## config.mk

```make
export PLATFORM = sky130hd
export DESIGN_NAME = pp_pipeline_accel_blk_geom_flat
export DESIGN_NICKNAME = d
export VERILOG_FILES = /design/src/rtl/pp_pipeline_accel_blk_geom_pkg.sv /design/src/rtl/pp_pipeline_accel_blk_geom_if.sv /design/src/rtl/pp_pipeline_accel_seq_div.sv /design/src/rtl/pp_pipeline_accel_blk_geom.sv /design/src/flat_wrapper.sv
export SDC_FILE = /design/constraint.sdc
export NUM_CORES = 1
export LEC_CHECK = 0
export CAP_MARGIN = 10
export CORE_MARGIN = 2
export CORE_UTILIZATION = 36
export DETAILED_ROUTE_END_ITERATION = 10
export PLACE_DENSITY = 0.61
export SYNTH_ARGS = -nofsm -noshare
export SYNTH_HDL_FRONTEND = slang
export SYNTH_SLANG_ARGS = --single-unit
```

## constraint.sdc

```tcl
create_clock -name ap_clk -period 3.3 [get_ports ap_clk]
set_clock_uncertainty 0.1 [all_clocks]
set_input_delay 0.66 -clock ap_clk [delete_from_list [all_inputs] [get_ports ap_clk]]
set_output_delay 0.66 -clock ap_clk [all_outputs]
set_load 0.01 [all_outputs]
```

## src/rtl/pp_pipeline_accel_blk_geom_pkg.sv

```systemverilog
// Shared types and width helpers for the block-geometry calculator.
package pp_pipeline_accel_blk_geom_pkg;

  typedef enum logic [1:0] {
    IDLE = 2'd0,
    CALC = 2'd1,
    DONE = 2'd2
  } state_e;

  function automatic int calc_nppc_w(input int max_nppc);
    return $clog2(max_nppc + 1);
  endfunction

  function automatic int calc_ww(input int max_nppc, input int pxl_w);
    return $clog2(max_nppc + 1) + $clog2(pxl_w + 1);
  endfunction

endpackage

```

## src/rtl/pp_pipeline_accel_blk_geom_if.sv

```systemverilog
// ap_ctrl_chain handshake plus geometry request/result bundle.
interface pp_pipeline_accel_blk_geom_if
  import pp_pipeline_accel_blk_geom_pkg::*;
#(
  parameter int COLS_W = 16,
  parameter int NPPC_W = calc_nppc_w(8),
  parameter int WW     = calc_ww(8, 16)
) ();

  logic              ap_start;
  logic              ap_ready;
  logic              ap_done;
  logic              ap_continue;
  logic              ap_idle;
  logic [COLS_W-1:0] cols;
  logic [NPPC_W-1:0] nppc;
  logic [COLS_W-1:0] num_blks;
  logic [NPPC_W-1:0] last_blk_pxls;
  logic [WW-1:0]     last_blk_width;
  logic              err;

  modport master (
    output ap_start, ap_continue, cols, nppc,
    input  ap_ready, ap_done, ap_idle, num_blks, last_blk_pxls, last_blk_width, err
  );

  modport slave (
    input  ap_start, ap_continue, cols, nppc,
    output ap_ready, ap_done, ap_idle, num_blks, last_blk_pxls, last_blk_width, err
  );

endinterface

```

## src/rtl/pp_pipeline_accel_seq_div.sv

```systemverilog
// Restoring divider, one quotient bit per cycle MSB first; q_o/rem_o carry
// the final values during the cycle done_o is high.
module pp_pipeline_accel_seq_div #(
  parameter int DVD_W = 16,
  parameter int DVS_W = 4
) (
  input  logic             clk,
  input  logic             rst,
  input  logic             start_i,
  input  logic [DVD_W-1:0] dividend_i,
  input  logic [DVS_W-1:0] divisor_i,
  output logic             done_o,
  output logic [DVD_W-1:0] q_o,
  output logic [DVS_W-1:0] rem_o
);

  localparam int CNT_W = $clog2(DVD_W + 1);
  localparam int REM_W = DVS_W + 1;

  logic [DVD_W-1:0] quo_q, quo_d;
  logic [REM_W-1:0] rem_q, rem_d;
  logic [DVS_W-1:0] dvs_q;
  logic [CNT_W-1:0] cnt_q;
  logic             busy_q;
  logic [REM_W:0]   shifted;
  logic             fits;

  // The quotient register doubles as the dividend shifter.
  always_comb begin
    shifted = {rem_q, quo_q[DVD_W-1]};
    fits    = (shifted >= {2'b00, dvs_q});
    quo_d   = {quo_q[DVD_W-2:0], fits};
    rem_d   = fits ? REM_W'(shifted - {2'b00, dvs_q}) : REM_W'(shifted);
  end

  always_ff @(posedge clk or posedge rst) begin
    if (rst) begin
      quo_q  <= '0;
      rem_q  <= '0;
      dvs_q  <= '0;
      cnt_q  <= '0;
      busy_q <= 1'b0;
    end else if (start_i) begin
      quo_q  <= dividend_i;
      rem_q  <= '0;
      dvs_q  <= divisor_i;
      cnt_q  <= CNT_W'(DVD_W);
      busy_q <= 1'b1;
    end else if (busy_q) begin
      quo_q <= quo_d;
      rem_q <= rem_d;
      cnt_q <= cnt_q - CNT_W'(1);
      if (cnt_q == CNT_W'(1)) begin
        busy_q <= 1'b0;
      end
    end
  end

  assign done_o = busy_q && (cnt_q == CNT_W'(1));
  assign q_o    = quo_d;
  assign rem_o  = rem_d[DVS_W-1:0];

endmodule

```

## src/rtl/pp_pipeline_accel_blk_geom.sv

```systemverilog
// Block-geometry calculator: blocks per row, final block pixel count and
// bit width for a runtime cols/nppc pair, behind an ap_ctrl_chain handshake.
module pp_pipeline_accel_blk_geom
  import pp_pipeline_accel_blk_geom_pkg::*;
#(
  parameter int COLS_W   = 16,
  parameter int MAX_NPPC = 8,
  parameter int PXL_W    = 16
) (
  input  logic                         ap_clk,
  input  logic                         ap_rst,
  pp_pipeline_accel_blk_geom_if.slave  bus
);

  localparam int NPPC_W = calc_nppc_w(MAX_NPPC);
  localparam int WW     = calc_ww(MAX_NPPC, PXL_W);

  state_e            state_q, state_d;
  logic              accept;
  logic              form_result;
  logic              div_done;
  logic [COLS_W-1:0] div_q;
  logic [NPPC_W-1:0] div_rem;
  logic [NPPC_W-1:0] nppc_q;
  logic              legal_q;
  logic              cols_zero_q;
  logic [COLS_W-1:0] num_blks_q, num_blks_d;
  logic [NPPC_W-1:0] pxls_q, pxls_d;
  logic [WW-1:0]     width_q, width_d;
  logic              err_q, err_d;

  pp_pipeline_accel_seq_div #(
    .DVD_W (COLS_W),
    .DVS_W (NPPC_W)
  ) u_div (
    .clk        (ap_clk),
    .rst        (ap_rst),
    .start_i    (accept),
    .dividend_i (bus.cols),
    .divisor_i  (bus.nppc),
    .done_o     (div_done),
    .q_o        (div_q),
    .rem_o      (div_rem)
  );

  always_ff @(posedge ap_clk or posedge ap_rst) begin
    if (ap_rst) begin
      state_q <= IDLE;
    end else begin
      state_q <= state_d;
    end
  end

  always_comb begin
    state_d     = state_q;
    accept      = 1'b0;
    form_result = 1'b0;
    unique case (state_q)
      IDLE: if (bus.ap_start) begin
        accept  = 1'b1;
        state_d = CALC;
      end
      CALC: if (div_done) begin
        form_result = 1'b1;
        state_d     = DONE;
      end
      DONE: if (bus.ap_continue) begin
        state_d = IDLE;
      end
      default: state_d = IDLE;
    endcase
  end

  // Illegal nppc still runs the divider for a fixed latency; its result is dropped.
  always_comb begin
    num_blks_d = '0;
    pxls_d     = '0;
    err_d      = 1'b0;
    if (!legal_q) begin
      err_d = 1'b1;
    end else if (!cols_zero_q) begin
      if (div_rem == '0) begin
        num_blks_d = div_q;
        pxls_d     = nppc_q;
      end else begin
        num_blks_d = div_q + COLS_W'(1);
        pxls_d     = div_rem;
      end
    end
    width_d = WW'(pxls_d) * WW'(PXL_W);
  end

  always_ff @(posedge ap_clk or posedge ap_rst) begin
    if (ap_rst) begin
      nppc_q      <= '0;
      legal_q     <= 1'b0;
      cols_zero_q <= 1'b0;
    end else if (accept) begin
      nppc_q      <= bus.nppc;
      legal_q     <= (bus.nppc != '0) && (bus.nppc <= NPPC_W'(MAX_NPPC));
      cols_zero_q <= (bus.cols == '0);
    end
  end

  always_ff @(posedge ap_clk or posedge ap_rst) begin
    if (ap_rst) begin
      num_blks_q <= '0;
      pxls_q     <= '0;
      width_q    <= '0;
      err_q      <= 1'b0;
    end else if (form_result) begin
      num_blks_q <= num_blks_d;
      pxls_q     <= pxls_d;
      width_q    <= width_d;
      err_q      <= err_d;
    end
  end

  assign bus.ap_ready       = accept;
  assign bus.ap_done        = (state_q == DONE);
  assign bus.ap_idle        = (state_q == IDLE) && !bus.ap_start;
  assign bus.num_blks       = num_blks_q;
  assign bus.last_blk_pxls  = pxls_q;
  assign bus.last_blk_width = width_q;
  assign bus.err            = err_q;

endmodule
```

## src/flat_wrapper.sv

```systemverilog
// flat-port wrapper written by rule: the top's interface ports become plain ports
module pp_pipeline_accel_blk_geom_flat import pp_pipeline_accel_blk_geom_pkg::*;
#(
  parameter int COLS_W   = 16,
  parameter int MAX_NPPC = 8,
  parameter int PXL_W    = 16
)
  (ap_clk, ap_rst, bus_ap_start, bus_ap_continue, bus_cols, bus_nppc, bus_ap_ready, bus_ap_done, bus_ap_idle, bus_num_blks, bus_last_blk_pxls, bus_last_blk_width, bus_err);
  pp_pipeline_accel_blk_geom_if #(.COLS_W(COLS_W)) bus_i ();
  input  logic ap_clk;
  input  logic ap_rst;
  input wire logic [$bits(bus_i.ap_start)-1:0] bus_ap_start;
  input wire logic [$bits(bus_i.ap_continue)-1:0] bus_ap_continue;
  input wire logic [$bits(bus_i.cols)-1:0] bus_cols;
  input wire logic [$bits(bus_i.nppc)-1:0] bus_nppc;
  output wire logic [$bits(bus_i.ap_ready)-1:0] bus_ap_ready;
  output wire logic [$bits(bus_i.ap_done)-1:0] bus_ap_done;
  output wire logic [$bits(bus_i.ap_idle)-1:0] bus_ap_idle;
  output wire logic [$bits(bus_i.num_blks)-1:0] bus_num_blks;
  output wire logic [$bits(bus_i.last_blk_pxls)-1:0] bus_last_blk_pxls;
  output wire logic [$bits(bus_i.last_blk_width)-1:0] bus_last_blk_width;
  output wire logic [$bits(bus_i.err)-1:0] bus_err;
  assign bus_i.ap_start = bus_ap_start;
  assign bus_i.ap_continue = bus_ap_continue;
  assign bus_i.cols = bus_cols;
  assign bus_i.nppc = bus_nppc;
  assign bus_ap_ready = bus_i.ap_ready;
  assign bus_ap_done = bus_i.ap_done;
  assign bus_ap_idle = bus_i.ap_idle;
  assign bus_num_blks = bus_i.num_blks;
  assign bus_last_blk_pxls = bus_i.last_blk_pxls;
  assign bus_last_blk_width = bus_i.last_blk_width;
  assign bus_err = bus_i.err;
  pp_pipeline_accel_blk_geom #(.COLS_W(COLS_W), .MAX_NPPC(MAX_NPPC), .PXL_W(PXL_W)) u_core (.ap_clk(ap_clk), .ap_rst(ap_rst), .bus(bus_i));
endmodule
```

==> impl_metrics.json <==
{
  "status": "finished, final reports clean",
  "globalRouteOverflowTotal": 0,
  "fin_crit_sh": 0.933,
  "fp.dieW_um": 96.7,
  "fmax_mhz": 325,
  "syn2layout_area_growth_pct": 21.4,
  "netlist_top_cells_area": "dfrtp_1 (45%), mux2i_1 (7.1%), nand2_1 (6.2%), xnor2_1 (4.8%), o21ai_0 (4.5%)",
  "layout.cells.non_filler": 473,
  "drc_errors": 0,
  "cts_hold_buffers": 0,
  "multiInputGateArea_um2": 1500,
  "cts-buffers-inserted": 5,
  "finalPower_mw": 3.56,
  "grt_pass1_vias": 2387,
  "synthesis.instances": 323,
  "ys_seq_area_frac": 0.453,
  "cap_violations": 0,
  "grt_usage": 0.154,
  "clk_latency_ns": 0.30,
  "power.switching_mw": 1.53,
  "path_max_fanout": 12,
  "worstRegToRegCells": 11,
  "grt_pass1_wl_um": 11900,
  "avgSynthCellArea_um2": 9.58,
  "dp_hpwl_um": 5120,
  "placed_area_um2": 3660,
  "grt_max_degree": 48,
  "drtPass1Iterations": 4,
  "hold_viol_final": 0,
  "routed_wl_um": 6810,
  "finalMaxSlewViolations": 0,
  "regToRegStartpoint": "u_core.u_div.quo_q[15]",
  "synth_edf_count": 0,
  "post-cts-setup-buffers": 0,
  "die_y_um": 96.7,
  "stdcell_area_um2": 3750,
  "clk_pin_slew_ns": 0.09,
  "reg2reg_setup_slack_ns": 0.22,
  "peakVddDrop_mv": 0.329,
  "vias": 2385,
  "ant_nets": 0,
  "n_fill_cell": 830,
  "grt_setup_unrepaired": "no",
  "worstSetupStartpoint": "u_core.u_div.quo_q[15]",
  "endpoint_kind": "flip-flop",
  "start_util": 0.375,
  "cts_tree": "built",
  "drive_above_1_share": 0.0788,
  "required_ns": 3.39,
  "holdCritPathClass": "flip-flop to flip-flop",
  "mostFrequentLayoutCell": "dfrtp_1",
  "core_um2": 8260,
  "mostFrequentLayoutCells": "dfrtp_1 (56), nand2_1 (51), clkdlybuf4s50_1 (51)",
  "path_class": "flip-flop to flip-flop",
  "powerDensity_nw_per_um2": 948,
  "startpoint_type": "flip-flop",
  "cts_sinks": 56,
  "ys_warn_count": 0,
  "synth-seq-cells": 56,
  "seqCellArea_um2": 1400,
  "netlist_area_um2": 3090,
  "async_reset_ff_frac": 1.00,
  "r2r-end": "u_core.bus.num_blks[8]",
  "internal-power_mw": 2.03,
  "relSlewSlack": 0.560,
  "tns_ns": 0,
  "port_buffers": 51,
  "final_core_util": 0.455,
  "switching_share": 0.430,
  "dominantRegCellSynth": "dfrtp_1",
  "pwr-share-comb": 0.528,
  "tightest_slew_ns": 0.660,
  "wire_per_inst_um": 14.4,
  "ctsResizeCount": 0,
  "yosys.area.top_type": "dfrtp_1",
  "pin_count": 57,
  "power_frac_clock": 0.109,
  "synth_top_area_frac": 0.453,
  "leakage_nw": 1.66,
  "row_count": 33,
  "dp_cells": 465,
  "setup_viol": 0,
  "crit_arrival_ns": 3.18,
  "cts_root_buf": "clkbuf_8",
  "grt_antenna_before_repair": 0,
  "htreeDepth": 2,
  "fin_crit_ns": 3.08,
  "ys_types": 47,
  "nNetsFinal": 399,
  "drt_iter0_drc": 65,
  "critPathCapture": "u_core.bus.num_blks[8]",
  "vias_per_cell": 5.04,
  "die_area_um2": 9350,
  "cts_buffer_depth": 2,
  "antenna_cells": 0,
  "power.share.sequential": 0.363,
  "gp_congestion": 0.880
}
[cell type report]
type / instances / area share
sequential: 56 / 0.373
timing repair buffer: 59 / 0.152
clock inverter: 2 / 0.00267
multi-input combinational: 229 / 0.399
tap: 105 / 0.0350
inverter: 16 / 0.0160
clock buffer: 6 / 0.0220
[stage by stage]
| step | hold slack (ns) | setup slack [ns] |
|---|---|---|
| floorplan | 0.366 | 0.411 |
| global placement | 0.369 | 0.303 |
| detailed placement | 0.374 | 0.233 |
| CTS | 0.396 | 0.212 |
| global route | 0.416 | 0.0336 |
| finish | 0.388 | 0.220 |
[worst min-delay path by stage]
| stage | start | end | slack [ns] | cells past startpoint |
|---|---|---|---|---|
| after floorplan | u_core.legal_q | u_core.bus.err | 0.37 | 1 |
| after global placement | u_core.bus.num_blks[11] | u_core.bus.num_blks[11] | 0.37 | 2 |
| after detailed placement | u_core.bus.num_blks[3] | u_core.bus.num_blks[3] | 0.37 | 2 |
| after CTS | u_core.bus.num_blks[3] | u_core.bus.num_blks[3] | 0.40 | 2 |
| after global routing | u_core.bus.num_blks[15] | u_core.bus.num_blks[15] | 0.42 | 2 |
| final | u_core.bus.num_blks[3] | u_core.bus.num_blks[3] | 0.39 | 2 |
[power by group through the flow]
stage	Sequential, mW	Combinational (mW)	Clock (mW)
global route	1.35	2.11	0.419
CTS	1.29	1.89	0.401
global placement	1.30	1.86	0
detailed placement	1.30	1.89	0
floorplan	1.24	1.40	0
finish	1.29	1.88	0.387
[sequential cells by signal, summed over array words and instances, names as in the netlist]
signal,count
u_core.nppc_q,4
u_core.u_div.quo_q,16
u_core.bus.num_blks,16
u_core.state_q,2
u_core.u_div.cnt_q,5
u_core.bus.last_blk_pxls,4
u_core.u_div.rem_q,5
u_core.bus.err,1
u_core.legal_q,1
u_core.u_div.busy_q,1
u_core.cols_zero_q,1
[per-layer routing]
metal  vias to the layer above  routed length, µm  track usage  share of wire
met3                         5                261       0.0231          0.038
met5                         -                  0            0              0
li1                       1193                  -            -              -
met4                         0                 78       0.0423          0.011
met2                        60               2960        0.235           0.43
met1                      1127               3510        0.228           0.52
[cell families (layout without fill, tap and decap cells)]
| group | after synthesis | after routing | share of synthesized area |
|---|---|---|---|
| fa+ha+maj | 8 | 8 | 0.0348 |
| other cells | 1 | 5 | 0.00121 |
| xor+xnor | 21 | 21 | 0.0595 |
| mux | 22 | 22 | 0.0712 |
| simple gates | 106 | 106 | 0.167 |
| compound gates | 67 | 67 | 0.146 |
| flops | 56 | 56 | 0.453 |
| buf+inv | 42 | 83 | 0.0676 |
[synthesized netlist by cell type, types with 2 or more instances]
library cell,number
mux2i_1,22
buf_6,2
a221o_1,4
or3_4,2
a211oi_2,3
buf_2,2
nor2_1,19
o21ai_0,28
clkbuf_1,11
o21ai_1,12
nand3b_1,3
a21oi_1,5
nand4_1,4
ha_1,7
buf_1,2
nor3b_1,2
and3_1,2
nand2_1,51
nor3_1,7
buf_4,9
a2111oi_2,2
nand3_1,3
inv_1,16
a211oi_1,3
xor2_1,4
dfrtp_1,56
a21o_1,2
xnor2_1,17
nor4_1,5
[critical path: stages (launching register included)]
cell      delay (ns)
dfrtp_1         0.41
inv_1           0.07
ha_1            0.15
inv_1           0.05
fa_1            0.42
a21o_1          0.20
a2111o_1        0.64
ha_1            0.32
o21ai_4         0.12
a21oi_2         0.08
mux2i_1         0.14
a221o_1         0.25
Note: power is estimated with default switching activity, not from simulation.
